--- src/rtl/bfs_pkg.sv ---
// rtl/bfs_pkg.sv - shared encodings for the sink-detection engine
package bfs_pkg;

  localparam logic [1:0] CELL_WATER = 2'b00;
  localparam logic [1:0] CELL_BOAT  = 2'b01;
  localparam logic [1:0] CELL_HIT   = 2'b10;
  localparam logic [1:0] CELL_MISS  = 2'b11;

  typedef enum logic [2:0] {
    ST_IDLE     = 3'd0,
    ST_RD_START = 3'd1,
    ST_WR_START = 3'd2,
    ST_POP      = 3'd3,
    ST_NB_REQ   = 3'd4,
    ST_NB_WAIT  = 3'd5,
    ST_DONE     = 3'd6
  } state_t;

  typedef enum logic [1:0] {
    DIR_PX = 2'd0,
    DIR_NX = 2'd1,
    DIR_PY = 2'd2,
    DIR_NY = 2'd3
  } dir_t;

endpackage

--- src/rtl/bfs_queue.sv ---
// rtl/bfs_queue.sv - FIFO of {x,y} cells awaiting neighbour expansion
module bfs_queue #(
  parameter int WIDTH = 6,
  parameter int CW    = 3
) (
  input  logic          clk,
  input  logic          rst,
  input  logic          clear,
  input  logic          push,
  input  logic          pop,
  input  logic [CW-1:0] push_x,
  input  logic [CW-1:0] push_y,
  output logic [CW-1:0] head_x,
  output logic [CW-1:0] head_y,
  output logic          empty
);
  localparam int D  = WIDTH * WIDTH;
  localparam int PW = $clog2(D);

  logic [2*CW-1:0] slots [D];
  logic [PW-1:0]   rd_ptr;
  logic [PW-1:0]   wr_ptr;
  logic [PW:0]     count;

  function automatic logic [PW-1:0] next_ptr(input logic [PW-1:0] p);
    return (p == PW'(D - 1)) ? '0 : p + 1'b1;
  endfunction

  assign empty  = (count == '0);
  assign head_x = slots[rd_ptr][2*CW-1:CW];
  assign head_y = slots[rd_ptr][CW-1:0];

  always_ff @(posedge clk) begin
    if (push && !clear) slots[wr_ptr] <= {push_x, push_y};
  end

  always_ff @(posedge clk or posedge rst) begin
    if (rst) begin
      rd_ptr <= '0;
      wr_ptr <= '0;
      count  <= '0;
    end else if (clear) begin
      rd_ptr <= '0;
      wr_ptr <= '0;
      count  <= '0;
    end else begin
      if (push) wr_ptr <= next_ptr(wr_ptr);
      if (pop)  rd_ptr <= next_ptr(rd_ptr);
      if (push && !pop)      count <= count + 1'b1;
      else if (pop && !push) count <= count - 1'b1;
    end
  end

endmodule

--- src/rtl/bfs.sv ---
// rtl/bfs.sv - marks a shot cell hit and flood-fills its boat to decide sunk
module bfs #(
  parameter  int WIDTH = 6,
  localparam int CW    = (WIDTH > 2) ? $clog2(WIDTH) : 1
) (
  input  logic          clk,
  input  logic          rstn,
  input  logic          bfs_start,
  input  logic [CW-1:0] x,
  input  logic [CW-1:0] y,
  output logic [CW-1:0] mem_addr_x,
  output logic [CW-1:0] mem_addr_y,
  output logic [1:0]    mem_wr_data,
  input  logic [1:0]    mem_rd_data,
  output logic          mem_wr_en,
  output logic          mem_in_valid,
  input  logic          mem_ready,
  output logic          bfs_sink,
  output logic          bfs_done
);
  import bfs_pkg::*;

  localparam int D  = WIDTH * WIDTH;
  localparam int IW = $clog2(D);

  state_t        state;
  dir_t          dir;
  logic [CW-1:0] sx, sy, hx, hy, nx, ny;
  logic [D-1:0]  visited;
  logic          resp;
  logic          q_clear, q_push, q_pop, q_empty;
  logic [CW-1:0] q_px, q_py, q_hx, q_hy;
  logic [CW:0]   cand_x, cand_y;
  logic          cand_ok;

  function automatic logic [IW-1:0] cell_idx(input logic [CW-1:0] cx, input logic [CW-1:0] cy);
    return IW'(int'(cy) * WIDTH + int'(cx));
  endfunction

  // A response only counts once the request strobe has been retired.
  assign resp     = mem_ready && !mem_in_valid;
  assign bfs_done = (state == ST_DONE);

  always_comb begin
    cand_x = {1'b0, hx};
    cand_y = {1'b0, hy};
    unique case (dir)
      DIR_PX:  cand_x = {1'b0, hx} + 1'b1;
      DIR_NX:  cand_x = {1'b0, hx} - 1'b1;
      DIR_PY:  cand_y = {1'b0, hy} + 1'b1;
      default: cand_y = {1'b0, hy} - 1'b1;
    endcase
    cand_ok = (cand_x < (CW+1)'(WIDTH)) && (cand_y < (CW+1)'(WIDTH))
              && !visited[cell_idx(cand_x[CW-1:0], cand_y[CW-1:0])];
  end

  always_comb begin
    q_clear = (state == ST_IDLE) && bfs_start;
    q_pop   = (state == ST_POP) && !q_empty;
    q_push  = 1'b0;
    q_px    = sx;
    q_py    = sy;
    if (resp) begin
      if (state == ST_RD_START && mem_rd_data == CELL_HIT) q_push = 1'b1;
      if (state == ST_WR_START) q_push = 1'b1;
      if (state == ST_NB_WAIT && mem_rd_data == CELL_HIT) begin
        q_push = 1'b1;
        q_px   = nx;
        q_py   = ny;
      end
    end
  end

  bfs_queue #(.WIDTH(WIDTH), .CW(CW)) u_queue (
    .clk    (clk),
    .rst    (rstn),
    .clear  (q_clear),
    .push   (q_push),
    .pop    (q_pop),
    .push_x (q_px),
    .push_y (q_py),
    .head_x (q_hx),
    .head_y (q_hy),
    .empty  (q_empty)
  );

  always_ff @(posedge clk or posedge rstn) begin
    if (rstn) begin
      state        <= ST_IDLE;
      dir          <= DIR_PX;
      {sx, sy, hx, hy, nx, ny} <= '0;
      visited      <= '0;
      mem_addr_x   <= '0;
      mem_addr_y   <= '0;
      mem_wr_data  <= CELL_WATER;
      mem_wr_en    <= 1'b0;
      mem_in_valid <= 1'b0;
      bfs_sink     <= 1'b0;
    end else begin
      mem_in_valid <= 1'b0;
      unique case (state)
        ST_IDLE: if (bfs_start) begin
          sx           <= x;
          sy           <= y;
          visited      <= '0;
          bfs_sink     <= 1'b0;
          mem_addr_x   <= x;
          mem_addr_y   <= y;
          mem_wr_en    <= 1'b0;
          mem_in_valid <= 1'b1;
          state        <= ST_RD_START;
        end
        ST_RD_START: if (resp) begin
          if (mem_rd_data == CELL_BOAT) begin
            mem_wr_en    <= 1'b1;
            mem_wr_data  <= CELL_HIT;
            mem_in_valid <= 1'b1;
            state        <= ST_WR_START;
          end else if (mem_rd_data == CELL_HIT) begin
            visited[cell_idx(sx, sy)] <= 1'b1;
            state <= ST_POP;
          end else begin
            state <= ST_DONE;
          end
        end
        ST_WR_START: if (resp) begin
          mem_wr_en <= 1'b0;
          visited[cell_idx(sx, sy)] <= 1'b1;
          state <= ST_POP;
        end
        ST_POP: begin
          if (q_empty) begin
            bfs_sink <= 1'b1;
            state    <= ST_DONE;
          end else begin
            hx    <= q_hx;
            hy    <= q_hy;
            dir   <= DIR_PX;
            state <= ST_NB_REQ;
          end
        end
        ST_NB_REQ: begin
          if (cand_ok) begin
            nx           <= cand_x[CW-1:0];
            ny           <= cand_y[CW-1:0];
            mem_addr_x   <= cand_x[CW-1:0];
            mem_addr_y   <= cand_y[CW-1:0];
            mem_wr_en    <= 1'b0;
            mem_in_valid <= 1'b1;
            state        <= ST_NB_WAIT;
          end else if (dir == DIR_NY) begin
            state <= ST_POP;
          end else begin
            dir <= dir_t'(dir + 2'd1);
          end
        end
        ST_NB_WAIT: if (resp) begin
          if (mem_rd_data == CELL_BOAT) begin
            state <= ST_DONE;
          end else begin
            visited[cell_idx(nx, ny)] <= 1'b1;
            if (dir == DIR_NY) begin
              state <= ST_POP;
            end else begin
              dir   <= dir_t'(dir + 2'd1);
              state <= ST_NB_REQ;
            end
          end
        end
        ST_DONE: if (!bfs_start) state <= ST_IDLE;
        default: state <= ST_IDLE;
      endcase
    end
  end

endmodule

--- config.mk ---
export PLATFORM = sky130hd
export DESIGN_NAME = bfs
export DESIGN_NICKNAME = d
export VERILOG_FILES = /design/src/rtl/bfs_pkg.sv /design/src/rtl/bfs_queue.sv /design/src/rtl/bfs.sv
export SDC_FILE = /design/constraint.sdc
export NUM_CORES = 1
export LEC_CHECK = 0
export BUFFER_PORTS_ARGS = -buffer_cell sky130_fd_sc_hd__buf_2
export CORE_ASPECT_RATIO = 1.4
export CORE_UTILIZATION = 57
export DETAILED_ROUTE_END_ITERATION = 6
export HOLD_SLACK_MARGIN = 0.06
export PLACE_DENSITY_LB_ADDON = 0.1
export SLEW_MARGIN = 20
export SYNTH_ARGS = -nofsm -noshare
export SYNTH_HDL_FRONTEND = slang
export SYNTH_SLANG_ARGS = --single-unit
--- constraint.sdc ---
create_clock -name clk -period 5.5 [get_ports clk]
set_clock_uncertainty 0.15 [all_clocks]
set_input_delay 1.375 -clock clk [delete_from_list [all_inputs] [get_ports clk]]
set_output_delay 1.375 -clock clk [all_outputs]
set_load 0.01 [all_outputs]
==> impl_metrics.csv <==
group,metric,value,unit
timing,slew_headroom,33.9,%
floorplanning,dieWidth,136,um
yosys,synth.distinct_cells,63,
hold_path,hold_path_class,"flop to flop",
clock_network,clockBufferDepth,3,
floorplanning,fp.dieArea,25600,um^2
final_layout,final_layout_size_suffix_gt1_share,16.4,%
setup_path,cp.arrival,5.28,ns
floorplanning,die_h,189,um
clock_network,clock-sinks,304,
power_and_ir_drop,switching_share,40.4,%
placed_design,dpl.hpwl,21.4,mm
timing,setup_viol,0,
detailed_routing,drt-total-wl,30.6,mm
clock_network,cts-resized-gates,0,
global_route,grt_pass1_wl,48.3,mm
hold_path,holdPathEnd,"mem_wr_data[1]",
setup_path,crit_path_max_incr_delay,0.67,ns
yosys,synthesis.area,14200,um^2
setup_path,cp_common_cell,"inv_1",
power_and_ir_drop,power_density,631,nW/um^2
clock_network,cts_tree,"built",
global_route,grt.overflow.total,0,
clock_network,hold_buffers,0,
timing,fmax,200,MHz
final_layout,fill_cells,1845,
detailed_routing,first_pass_iters,5,
setup_path,critPathKind,"flop to flop",
timing,finalHoldViolCount,0,
clock_network,cts_root_buf,"clkbuf_16",
global_route,grt.total_usage,25.1,%
detailed_routing,avgViaCountPerCell,6.17,
setup_path,crit_fanout,11,
timing,timing_worst_slew_pin_value,0.992,ns
timing,rsz0062_at_grt,"no",
yosys,ys_seq_elements,304,
hold_path,min_from,"mem_wr_data[1]",
power_and_ir_drop,clockPowerShare,19.2,%
floorplanning,io_pins,24,
setup_path,cp-end-kind,"flop",
setup_path,crit_chain,"inv_1 > ha_1 > inv_1 > fa_1 > nand2_1 > o21ai_0 > inv_1 > ha_1 > inv_1 > fa_1 > mux4_2 > and3_1 > o22a_1 > a221oi_1 > a22oi_1 > nor2_8 > mux2_4",
floorplanning,start_util,57.9,%
setup_path,worst_r2r_endpoint,"ny[0]",
clock_network,clk_pin_slew,0.06,ns
hold_path,holdPathStages,1,
final_layout,seq_area,8690,um^2
setup_path,r2r_slack,0.49,ns
yosys,synth_nets,1089,
yosys,synthArstFlopShare,28.9,%
timing,finalCritPeriodShare,91.1,%
timing,worst_slack,0.488,ns
detailed_routing,post_drt_wl_per_cell,22.1,um
timing,fin_crit,5.01,ns
clock_network,cts_setup_buffers,0,
detailed_routing,ant_nets,0,
final_layout,area_delta_synth_final,9.15,%
timing,fin_tns_setup,0,ns
timing,drv_slew,0,
global_route,grt_max_degree,51,
placed_design,numPortBuffers,22,
power_and_ir_drop,p_sw,3970,uW
global_route,antenna_found_initial,0,
yosys,syn_avg_cell_area,13.8,um^2
yosys,synth-edff-count,216,
detailed_routing,vias,8537,
setup_path,rr_worst_depth,17,
setup_path,crit_required,5.77,ns
placed_design,gp_congestion,0.911,
yosys,synth_area_leaders,"edfxtp_1 (46%), dfrtp_1 (15%), mux4_2 (12%)",
clock_network,htreeDepth,1,
yosys,synth_top_area_share,45.5,%
clock_network,clk_latency,0.54,ns
global_route,grt_pass1_vias,8719,
detailed_routing,drc,0,
floorplanning,core,24600,um^2
power_and_ir_drop,peakVddDrop,0.456,mV
power_and_ir_drop,seq_power_share,34.0,%
power_and_ir_drop,cell_internal_pwr,5840,uW
detailed_routing,drt-initial-drc-count,592,
setup_path,timing.rr.start,"dir[1]",
flow_run,max_cap_violations,0,
yosys,synth_area_leader_cell,"edfxtp_1",
floorplanning,rows,68,
power_and_ir_drop,power_frac_comb,46.8,%
yosys,seq_area_frac_synth,61.0,%
final_layout,nets,1102,
final_layout,multi_input_area,5230,um^2
yosys,syn_inst,1035,
power_and_ir_drop,p_leak,0.00558,uW
clock_network,numCtsBuffers,28,
placed_design,pre_cts_ws,0.442,ns
yosys,synth-main-ff-cell,"edfxtp_1",
setup_path,slowest_stage,"fa_1",
status,outcome,"finished, final reports clean",
setup_path,cp-start-kind,"flop",
final_layout,antennaDiodeCount,0,
yosys,synth_warnings,0,
[cell families (layout without fill, tap and decap cells)]
logic type | after synthesis | after routing | synth area share [%]
AO/OA/AOI/OAI | 196 | 196 | 8.24
multiplexers | 93 | 93 | 13.1
adder cells (fa/ha/maj) | 42 | 42 | 4.16
flip-flops | 304 | 304 | 61.0
buffers and inverters | 90 | 123 | 2.51
XOR/XNOR | 20 | 20 | 1.23
other | 1 | 1 | 0.0263
AND/OR/NAND/NOR | 289 | 289 | 9.71
[how the worst max path moves through the flow]
stage	from	end	cells after the start
finish	dir[1]	ny[0]	17
global route	dir[1]	ny[0]	17
CTS	dir[1]	ny[0]	17
detailed placement	dir[1]	ny[0]	17
global placement	dir[1]	ny[0]	17
floorplan	dir[0]	nx[0]	15
[routing by layer]
layer,global-route usage [%],vias up,wire length [um]
met2,44.7,259,16300
met1,30.6,4263,11800
met3,3.27,74,1340
met5,0,-,0
li1,-,3941,-
met4,10.2,0,1240
[stage by stage]
stage          total power (uW)  std cells  instance area (um^2)  utilization (%)  hold WS, ns
2_1_floorplan              6770       1035                 14200                -        0.305
3_3_place_gp               7850       1333                 14700             59.6        0.298
3_5_place_dp               7950       1333                 14700             59.6        0.302
4_1_cts                    9840       1383                 15600             63.3        0.317
5_1_grt                   10400       1383                 15600             63.3        0.327
6_report                   9810       1383                 15600             63.3        0.310
[layout by cell type, fill, tap and decap left out, types with 7 or more instances in the layout]
cell	Yosys	layout
a21oi_1	69	69
fa_1	9	9
nor3_1	7	7
a221oi_1	7	7
nor2_1	118	118
nor2b_1	12	12
buf_2	1	22
clkbuf_16	0	30
mux4_2	74	74
nand3_1	20	20
ha_1	33	33
xnor2_1	15	15
and3_1	7	7
inv_1	40	39
o22ai_1	38	38
nand3b_1	16	16
a21o_1	9	9
buf_4	1	11
o21ai_0	43	41
mux2i_1	12	12
dfrtp_1	88	86
nand2_1	72	72
edfxtp_1	216	216
nand2b_1	12	12
[cell type report]
type / count / area share, %
clock buffers: 36 / 5.10
repair buffers: 33 / 1.24
flip-flops and latches: 304 / 55.9
inverters: 40 / 0.973
well taps: 315 / 2.53
multi-input cells: 641 / 33.6
clock inverters: 14 / 0.628
[cells in the mapped netlist, types with 16 or more instances]
| cell type | number |
|---|---|
| clkbuf_1 | 35 |
| nand3b_1 | 16 |
| dfrtp_1 | 88 |
| nand2_1 | 72 |
| nor2_1 | 118 |
| ha_1 | 33 |
| a21oi_1 | 69 |
| nand3_1 | 20 |
| inv_1 | 40 |
| o22ai_1 | 38 |
| mux4_2 | 74 |
| o21ai_0 | 43 |
| edfxtp_1 | 216 |
[worst max-delay path: cells and delay by family (launching register included)]
family / cells / cell delay, ns
buffers and inverters: 4 / 0.37
AO/OA/AOI/OAI: 4 / 0.96
multiplexers: 2 / 0.86
flip-flops: 1 / 0.40
adder cells (fa/ha/maj): 4 / 1.65
AND/OR/NAND/NOR: 3 / 0.51
[flip-flops by register name (all words and copies together) (netlist names)]
register and count:
u_queue.slots 216, visited 36, u_queue.count 7, u_queue.rd_ptr 6, u_queue.wr_ptr 6, hx 3, hy 3, mem_addr_x 3
mem_addr_y 3, nx 3, ny 3, state 3, sx 3, sy 3, dir 2, bfs_sink 1
mem_in_valid 1, mem_wr_data 1, mem_wr_en 1
[power by group through the flow]
stage / Clock (uW) / Combinational [uW] / Sequential (uW)
after floorplan: 0 / 3620 / 3150
after global placement: 0 / 4470 / 3380
after detailed placement: 0 / 4570 / 3390
after CTS: 1910 / 4590 / 3340
after global routing: 1990 / 5030 / 3390
final: 1880 / 4590 / 3340
(Power assumes the default switching activity.)
